`src/rtl/jesd_pkg.sv`:
```
// Shared encodings for the LMFC generator: FSM states and SYSREF mode values.
package jesd_pkg;

    typedef enum logic [1:0] {
        ST_IDLE    = 2'd0,
        ST_ARMED   = 2'd1,
        ST_ALIGNED = 2'd2
    } lmfc_state_e;

    localparam logic [1:0] MODE_OFF     = 2'd0;
    localparam logic [1:0] MODE_ONESHOT = 2'd1;
    localparam logic [1:0] MODE_CONT    = 2'd2;

    // The reserved encoding behaves exactly like MODE_OFF.
    function automatic logic mode_is_off(input logic [1:0] mode);
        return !((mode == MODE_ONESHOT) || (mode == MODE_CONT));
    endfunction

endpackage

```
`src/rtl/jesd_sysref_capture.sv`:
```
// SYSREF rising-edge detector followed by a programmable delay; emits a registered
// one-cycle align_evt pulse. The latest edge restarts any pending count.
module jesd_sysref_capture #(
    parameter int DLY_W = 4
) (
    input  logic             coreclk,
    input  logic             reset,
    input  logic             sysref,
    input  logic             cancel,
    input  logic [DLY_W-1:0] cfg_delay,
    output logic             align_evt
);

    localparam logic [DLY_W-1:0] DLY_ONE = DLY_W'(1);

    logic             sysref_r_q, sysref_r_d;
    logic             sysref_r2_q, sysref_r2_d;
    logic             busy_q, busy_d;
    logic [DLY_W-1:0] dly_q, dly_d;
    logic             evt_q, evt_d;
    logic             sysref_edge;
    logic             fire;

    always_comb begin
        sysref_r_d  = sysref;
        sysref_r2_d = sysref_r_q;
        sysref_edge = sysref_r_q & ~sysref_r2_q;
        busy_d      = busy_q;
        dly_d       = dly_q;
        fire        = 1'b0;
        // dly_q holds the cycles still to wait; the event fires in the cycle it is 0.
        if (sysref_edge) begin
            if (cfg_delay == '0) begin
                fire   = 1'b1;
                busy_d = 1'b0;
            end else begin
                busy_d = 1'b1;
                dly_d  = cfg_delay - DLY_ONE;
            end
        end else if (busy_q) begin
            if (dly_q == '0) begin
                fire   = 1'b1;
                busy_d = 1'b0;
            end else begin
                dly_d = dly_q - DLY_ONE;
            end
        end
        if (cancel) begin
            busy_d = 1'b0;
            fire   = 1'b0;
        end
        evt_d = fire;
    end

    always_ff @(posedge coreclk) begin
        if (reset) begin
            sysref_r_q  <= 1'b0;
            sysref_r2_q <= 1'b0;
            busy_q      <= 1'b0;
            dly_q       <= '0;
            evt_q       <= 1'b0;
        end else begin
            sysref_r_q  <= sysref_r_d;
            sysref_r2_q <= sysref_r2_d;
            busy_q      <= busy_d;
            dly_q       <= dly_d;
            evt_q       <= evt_d;
        end
    end

    assign align_evt = evt_q;

endmodule

```
`src/rtl/jesd_lmfc_gen.sv`:
```
// JESD204B/C LMFC phase generator: free-running multiframe beat counter that is
// aligned to SYSREF, with a three-state alignment FSM and SYSREF phase monitoring.
module jesd_lmfc_gen
    import jesd_pkg::*;
#(
    parameter int DATA_PATH_WIDTH = 4,
    parameter int OCT_W           = 10,
    parameter int DLY_W           = 4,
    parameter int ERR_CNT_W       = 8
) (
    input  logic                 coreclk,
    input  logic                 reset,
    input  logic [OCT_W-1:0]     cfg_octets_per_mf,
    input  logic [1:0]           cfg_sysref_mode,
    input  logic [DLY_W-1:0]     cfg_sysref_delay,
    input  logic                 sysref,
    input  logic                 re_arm,
    output logic                 lmfc_edge,
    output logic [OCT_W-1:0]     lmfc_counter,
    output logic                 aligned,
    output logic [1:0]           state,
    output logic                 sysref_err,
    output logic [ERR_CNT_W-1:0] sysref_err_cnt
);

    localparam int                   BEAT_SHIFT = $clog2(DATA_PATH_WIDTH);
    localparam logic [OCT_W-1:0]     OCT_ONE    = OCT_W'(1);
    localparam logic [ERR_CNT_W-1:0] ERR_ONE    = ERR_CNT_W'(1);

    lmfc_state_e          state_q, state_d;
    logic [OCT_W-1:0]     cnt_q, cnt_d;
    logic                 edge_q, edge_d;
    logic                 aligned_q, aligned_d;
    logic                 err_q, err_d;
    logic [ERR_CNT_W-1:0] err_cnt_q, err_cnt_d;

    logic [OCT_W-1:0]     beats;
    logic [OCT_W-1:0]     last_beat;
    logic [OCT_W-1:0]     nat_next;
    logic                 mode_off;
    logic                 align_evt;
    logic                 evt_live;
    logic                 realign;
    logic                 mismatch;

    jesd_sysref_capture #(
        .DLY_W(DLY_W)
    ) u_capture (
        .coreclk   (coreclk),
        .reset     (reset),
        .sysref    (sysref),
        .cancel    (mode_off),
        .cfg_delay (cfg_sysref_delay),
        .align_evt (align_evt)
    );

    always_comb begin
        beats     = cfg_octets_per_mf >> BEAT_SHIFT;
        last_beat = (beats == '0) ? '0 : beats - OCT_ONE;
        // >= so that shrinking the multiframe at runtime wraps immediately.
        nat_next  = (cnt_q >= last_beat) ? '0 : cnt_q + OCT_ONE;
        mode_off  = mode_is_off(cfg_sysref_mode);
        evt_live  = align_evt & ~mode_off;
        realign   = evt_live & ((state_q == ST_ARMED) ||
                    ((state_q == ST_ALIGNED) && (cfg_sysref_mode == MODE_CONT)));
        mismatch  = evt_live & (state_q == ST_ALIGNED) & (nat_next != '0);

        cnt_d     = realign ? '0 : nat_next;
        edge_d    = (cnt_d == '0);
        err_d     = mismatch;
        err_cnt_d = (mismatch && (err_cnt_q != '1)) ? err_cnt_q + ERR_ONE : err_cnt_q;

        state_d = state_q;
        if (mode_off) begin
            state_d = ST_IDLE;
        end else begin
            unique case (state_q)
                ST_IDLE:    state_d = ST_ARMED;
                ST_ARMED:   if (align_evt) state_d = ST_ALIGNED;
                ST_ALIGNED: if (re_arm) state_d = ST_ARMED;
                default:    state_d = ST_IDLE;
            endcase
        end
        aligned_d = (state_d == ST_ALIGNED);
    end

    always_ff @(posedge coreclk) begin
        if (reset) begin
            state_q   <= ST_IDLE;
            cnt_q     <= '0;
            edge_q    <= 1'b0;
            aligned_q <= 1'b0;
            err_q     <= 1'b0;
            err_cnt_q <= '0;
        end else begin
            state_q   <= state_d;
            cnt_q     <= cnt_d;
            edge_q    <= edge_d;
            aligned_q <= aligned_d;
            err_q     <= err_d;
            err_cnt_q <= err_cnt_d;
        end
    end

    assign lmfc_edge      = edge_q;
    assign lmfc_counter   = cnt_q;
    assign aligned        = aligned_q;
    assign state          = state_q;
    assign sysref_err     = err_q;
    assign sysref_err_cnt = err_cnt_q;

endmodule

```
`config.mk`:
```
export PLATFORM = sky130hd
export DESIGN_NAME = jesd_lmfc_gen
export DESIGN_NICKNAME = d
export VERILOG_FILES = /design/src/rtl/jesd_pkg.sv /design/src/rtl/jesd_sysref_capture.sv /design/src/rtl/jesd_lmfc_gen.sv
export SDC_FILE = /design/constraint.sdc
export NUM_CORES = 1
export LEC_CHECK = 0
export BUFFER_PORTS_ARGS = -buffer_cell sky130_fd_sc_hd__buf_2
export CORE_MARGIN = 3
export CORE_UTILIZATION = 25
export DETAILED_ROUTE_END_ITERATION = 16
export GPL_TIMING_DRIVEN = 1
export PLACE_DENSITY = 0.51
export SYNTH_ARGS = -nofsm -noshare
export SYNTH_HDL_FRONTEND = slang
export SYNTH_SLANG_ARGS = --single-unit
export TNS_END_PERCENT = 50
```
`constraint.sdc`:
```
create_clock -name coreclk -period 9.1 [get_ports coreclk]
set_input_delay 1.82 -clock coreclk [delete_from_list [all_inputs] [get_ports coreclk]]
set_output_delay 1.82 -clock coreclk [all_outputs]
set_load 0.02 [all_outputs]
```
; ---- Yosys cells after proc, flatten, opt, wreduce, memory -nomap -nowiden
; Index checks and enable logic that the tools add are counted.
[totals]
ramBits = 0
word_cells = 64
inputBits = 20
regBits = 31
rom_bits = 0
memories = 0
out_inout_bits = 23
latchBits = 0
[classes]
mul = 0
n_eq_ne = 8
mux = 19
order_cmp = 1
n_shift = 0
n_reduce_logical = 13
addsub = 5
bitwise = 7
div_mod_pow = 0
[op_table]
columns = operator, count
row1 = 10-bit two-way mux, 3
row2 = 10-bit logical NOT, 2
row3 = 4-bit two-way mux, 4
row4 = 10-bit by 1-bit adder with 10-bit output (second input constant), 1
row5 = 10-bit >= comparator, 1
row6 = 10-bit nonzero test, 1
row7 = 8-bit by 1-bit subtractor with 9-bit output (second input constant), 1
row8 = 8-bit by 1-bit adder with 8-bit output (second input constant), 1
row9 = 4-bit logical NOT, 2
row10 = 1-bit two-way mux, 8
row11 = 8-bit != test (second input constant), 1
row12 = 4-bit by 1-bit subtractor with 4-bit output (second input constant), 2
row13 = 2-bit == test (second input constant), 3
row14 = 2-bit two-way mux, 3
row15 = 2-bit case mux with 3 select lines, 1
row16 = 1-bit bitwise AND, 5
row17 = 2-bit by 1-bit == test with 1-bit output (second input constant), 2
row18 = 3-bit AND reduction, 1
row19 = 1-bit logical AND, 2
row20 = 2-bit logical NOT, 1
row21 = 1-bit logical OR, 2
row22 = 2-bit by 1-bit != test with 1-bit output (second input constant), 1
row23 = 2-bit != test (second input constant), 1
row24 = 1-bit inverter, 2
row25 = other kinds (2), 2

; ---- Longest topological paths before layout
[depth]
depth_word = 7
depth_mapped = 13
ltp_nobuf = 12

; ---- Hierarchy
; A second synthesis with hierarchy kept.
[hier_totals]
hier_cells = 236
area_unflattened_um2 = 2031.9
[modules_own_cells]
columns = mod, n_inst, cells_per_inst, seq_area_each_um2, area_each_um2
row1 = jesd_lmfc_gen, 1, 194, 460.4, 1615.3
row2 = jesd_sysref_capture, 1, 42, 160.2, 416.6

; ---- Worst setup path before layout
; No wires, ideal clock.
[synth_timing]
path_kind = input -> register
from = input cfg_octets_per_mf[7]
to = register err_cnt_q[3] (netlist: sysref_err_cnt[3])
setup_time_ns = 0.121
t_required_ns = 8.979
slack_ns = 4.557
n_path_buf = 1
stages = 12
arrival_ns = 4.422
cell_sequence = nor4_1 nand2_1 or3_1 and2_1 ha_1 nand2b_1 a21oi_1 o21bai_1 a21o_1 clkbuf_4 nor4b_1 mux2_2
[synth_via]
elab_chain_len = 7
elab_cells_between_ends = 8
classes_between = 1 x add/sub / 1 x order compare / 2 x mux / 1 x bitwise / 3 x reduce/logical
[synth_rtl]
columns = item, line
row1 = "start, declared", jesd_lmfc_gen.sv:13  ; input logic [OCT_W-1:0] cfg_octets_per_mf,
row2 = 8-bit by 1-bit subtractor with 9-bit output / 10-bit logical NOT (equally long branches), jesd_lmfc_gen.sv:59  ; last_beat = (beats == '0) ? '0 : beats - OCT_ONE;
row3 = 10-bit two-way mux (*), jesd_lmfc_gen.sv:59
row4 = 10-bit >= comparator (*), jesd_lmfc_gen.sv:61  ; nat_next = (cnt_q >= last_beat) ? '0 : cnt_q + OCT_ONE;
row5 = 10-bit two-way mux (*), jesd_lmfc_gen.sv:61
row6 = 10-bit nonzero test (*), jesd_lmfc_gen.sv:66  ; mismatch = evt_live & (state_q == ST_ALIGNED) & (nat_next != '0);
row7 = 1-bit bitwise AND (*), jesd_lmfc_gen.sv:66
row8 = 1-bit logical AND (*), jesd_lmfc_gen.sv:71  ; err_cnt_d = (mismatch && (err_cnt_q != '1)) ? err_cnt_q + ERR_ONE : err_cnt_q;
row9 = "end signal, assigned", jesd_lmfc_gen.sv:101  ; err_cnt_q <= err_cnt_d;
row10 = "end, declared", jesd_lmfc_gen.sv:35  ; logic [ERR_CNT_W-1:0] err_cnt_q, err_cnt_d;
; Mark *: on every way between the ends. The rest lies on a longest branch, timed or not.
; A chain may end at the register's enable or synchronous reset.

; ---- Worst setup path after layout
[layout_timing]
from = input cfg_octets_per_mf[7]
to = register err_cnt_q[6] (netlist: sysref_err_cnt[6])
; Same word-level chain as after synthesis.

==> summary.txt <==
STA
  – Sum Neg Setup Slack: 0 ps
  – Final critical-path share of the clock period: 51.4%
  – Unrepaired setup endpoints after global routing: no
  – F_max: 214 MHz
  – Worst hold slack: roughly 480 ps
  – Setup violators final: 0
  – Slew Limit Fails: 0
  – Min cycle time layout: 4680 ps
  – Fin. Hold Viols: 0
  – Least-Margin Pin Slew: about 530 ps
  – Final Skew: 11.0 ps
  – Rel. slew slack: 64.5%

GRT
  – GRT overflow: 0
  – Initial antenna violation count: 0
  – First-pass GRT wire length: 7350 um
  – GRT Total Usage: approximately 10%
  – Largest net degree at the start of global routing: 25
  – Via count of the first global-routing pass: 1,603

Placement
  – Area of placed instances: 2230 um2
  – Port Buffers: 40
  – Gpl congestion: 0.772
  – Placed wire-length estimate: 3150 um

Clock tree
  – Longest Clk Path Bufs: 2
  – Inserted Clock Buffers: 5
  – Worst-skew pair later-pin latency: 280 ps
  – Clock sinks: 31
  – Clock root buffer: clkbuf_8
  – Clk pin slew, worst setup/hold paths: 70 ps
  – Post-cts resize count: 0
  – H-tree Lvls: 2
  – Setup bufs post-CTS: 0
  – CTS tree: built
  – Hold buffer count at CTS: 0

Floorplanning
  – Total core area: 7490 um2
  – Top Ports: between 40 and 50
  – Die ar.: 9030 um2
  – Die Wd: ~95 um
  – Initial core utilization: 26.5%
  – Die height: ~95 um
  – Row cnt: 31

Routing
  – WL per Instance: 11.4 um
  – Routed WL: 4190 um
  – Drt drc: 0
  – DR vias/cell: 4.60
  – DRT Pass-1 Iters: 4
  – Antenna Nets Post-Route: 0
  – Detailed Route Iter0 Violations: 43
  – Via count: 1,696

Worst hold path
  – Hold EP: u_capture.sysref_r2_q$_SDFF_PP0_
  – HP Class: flop to flop
  – Hold wc startpoint: u_capture.sysref_r2_d$_SDFF_PP0_
  – WHS Path Cells: 1

Outcome
  – Status: finished clean

Cells and area
  – Commonest non-fill, non-tap cell in the layout: buf_2
  – Layout Nets: around 300
  – Post-Layout Inst Area: 2350 um2
  – Layout cells sized above 1: approximately a quarter
  – ANT cells: 0
  – Most frequent cells in the layout: buf_2, dfxtp_1, nor2_1, nand2_1, ha_1
  – Layout fillers: slightly above 800
  – Area delta synth->final: 18.4%

Setup path
  – Critical R2R Launch: lmfc_counter[0]$_SDFF_PP0_
  – Worst endpoint data arrival time: roughly 4900 ps
  – Worst Setup End Kind: flop
  – Family with the most delay on the worst path: simple AND/OR/NAND/NOR gates
  – Worst r2r path cells: 8
  – CP max FO: 15
  – Worst EP required: slightly above 9000 ps
  – CP max-delay cell: or4_1
  – Worst setup path start: cfg_octets_per_mf[7]
  – Worst R2R Setup Slack: 6450 ps
  – Startpoint types: input port
  – RR Endpoint: sysref_err_cnt[6]$_SDFFE_PP0P_
  – Critical path buffer and inverter count: 1
  – Critical path class: input port to flop
  – Delay of the slowest cell on the worst path: 590 ps
  – Critical-path cell list: buf_2 > nor4_1 > nand2_1 > or3_1 > and2_1 > ha_1 > nand2b_1 > a21oi_1 > o21bai_1 > a21o_1 > or4_1 > a221oi_2

Yosys
  – Post-synth top flop: dfxtp_1
  – Syn_area_per_cell: 8.69 um2
  – Synth warnings: 0
  – Netlist cell types: 54
  – Post-synth EDFFs: 0
  – Synth Instances: 228
  – Synth Cell Area: 1980 um2
  – Flops & latches, synth: 31
  – Register area share after synthesis: 31.3%
  – FFs w/ async S/R, synth: 0%

Pwr
  – Max rail drop VDD: 49.4 uV
  – PwrDens: 141 nW/um2
  – Leakage: 1.02 nW

Job
  – Max Cap Viol: 0
## cell usage after synthesis (all sizes together), types with 2 or more instances
library cell  instances  area share [%]
nand4                 4             2.0
nor2b                 8             2.5
inv                  10             1.9
nor4b                 3             1.3
xnor2                 6             3.0
nor4                  7             2.2
mux2                  4             2.3
and2b                 2            0.76
or3                   2            0.63
ha                   15             9.5
and3                  4             1.3
nor2                 26             4.9
mux2i                 4             2.0
dfxtp                31              31
xor2                  7             3.1
nand2                15             2.8
nand2b                3            0.95
o21ai                 2            0.51
nor3b                 2            0.76
o31ai                 3             1.1
clkbuf                5             1.6
nand3                10             2.5
nor3                  8             2.0
and2                  2            0.63
buf                   2             1.1
a21o                  2            0.76
and4                  2             1.0
a21oi                14             3.5
or4                   4             1.5
a21bo                 2             1.0
nand3b                2            0.76
## metal layers
layer	global-route usage (%)	up-vias	share of wire, %
met1	12.8	764	48
li1	-	902	-
met5	0	-	0
met4	3.97	0	1.5
met3	3.31	5	4.5
met2	16.6	25	46
## cells by family (layout without fill, tap and decap cells)
group,Yosys count,in the layout,share of synthesized area [%]
buffers and inverters,18,59,6.31
muxes,8,8,4.29
and+or+nand+nor,105,105,29.0
xor gates and xnor gates,13,13,6.12
AOI/OAI and AO/OA,37,37,13.3
DFF,31,31,31.3
adders and majority gates,15,15,9.47
other,1,2,0.189
## area by class of cell
cell class	instances	area (um2)	share of cell area (%)
clock buffer	6	82.6	3.52
clock inverter	2	35.0	1.49
inverter	10	37.5	1.60
multi-input combinational	180	1240	52.8
sequential	31	621	26.4
tap	99	124	5.28
timing repair buffer	41	208	8.85
## state kept, by name, summed over array words and instances, names as in the netlist
name	cells
aligned	1
lmfc_counter	10
lmfc_edge	1
state	2
sysref_err	1
sysref_err_cnt	8
u_capture.align_evt	1
u_capture.busy_q	1
u_capture.dly_q	4
u_capture.sysref_r2_d	1
u_capture.sysref_r2_q	1
## worst max-delay path by stage
| stage | endpoint | slack (ps) | cells past startpoint |
|---|---|---|---|
| CTS | sysref_err_cnt[6]$_SDFFE_PP0P_ | 4400 | 12 |
| detailed placement | sysref_err_cnt[6]$_SDFFE_PP0P_ | 4110 | 12 |
| finish | sysref_err_cnt[6]$_SDFFE_PP0P_ | 4420 | 12 |
| global route | sysref_err_cnt[6]$_SDFFE_PP0P_ | 4230 | 12 |
| global placement | sysref_err_cnt[6]$_SDFFE_PP0P_ | 4150 | 12 |
| floorplan | sysref_err_cnt[3]$_SDFFE_PP0P_ | 4560 | 12 |
## through the flow
step	power, mW	setup WS (ps)	instances	util [%]
final	0.330	4420	369	31.4
after global routing	0.352	4230	369	31.4
after floorplan	0.182	4560	229	-
after CTS	0.336	4400	369	31.4
after global placement	0.193	4150	361	29.8
after detailed placement	0.193	4110	361	29.8
## worst register-to-register path, stage by stage, from the launching register on
cell      delay (ps)
dfxtp_1          600
inv_1            100
ha_1             290
nand2b_1         130
a21oi_1          160
o21bai_1          90
a21o_1           340
or4_1            590
a221oi_2         280
## report_power, final
group | internal [mW] | total, mW | switching, mW
Clock | 0.0886 | 0.141 | 0.0522
Sequential | 0.140 | 0.146 | 0.00562
Combinational | 0.0187 | 0.0436 | 0.0250
Total | 0.247 | 0.330 | 0.0828
(Power assumes the default switching activity.)
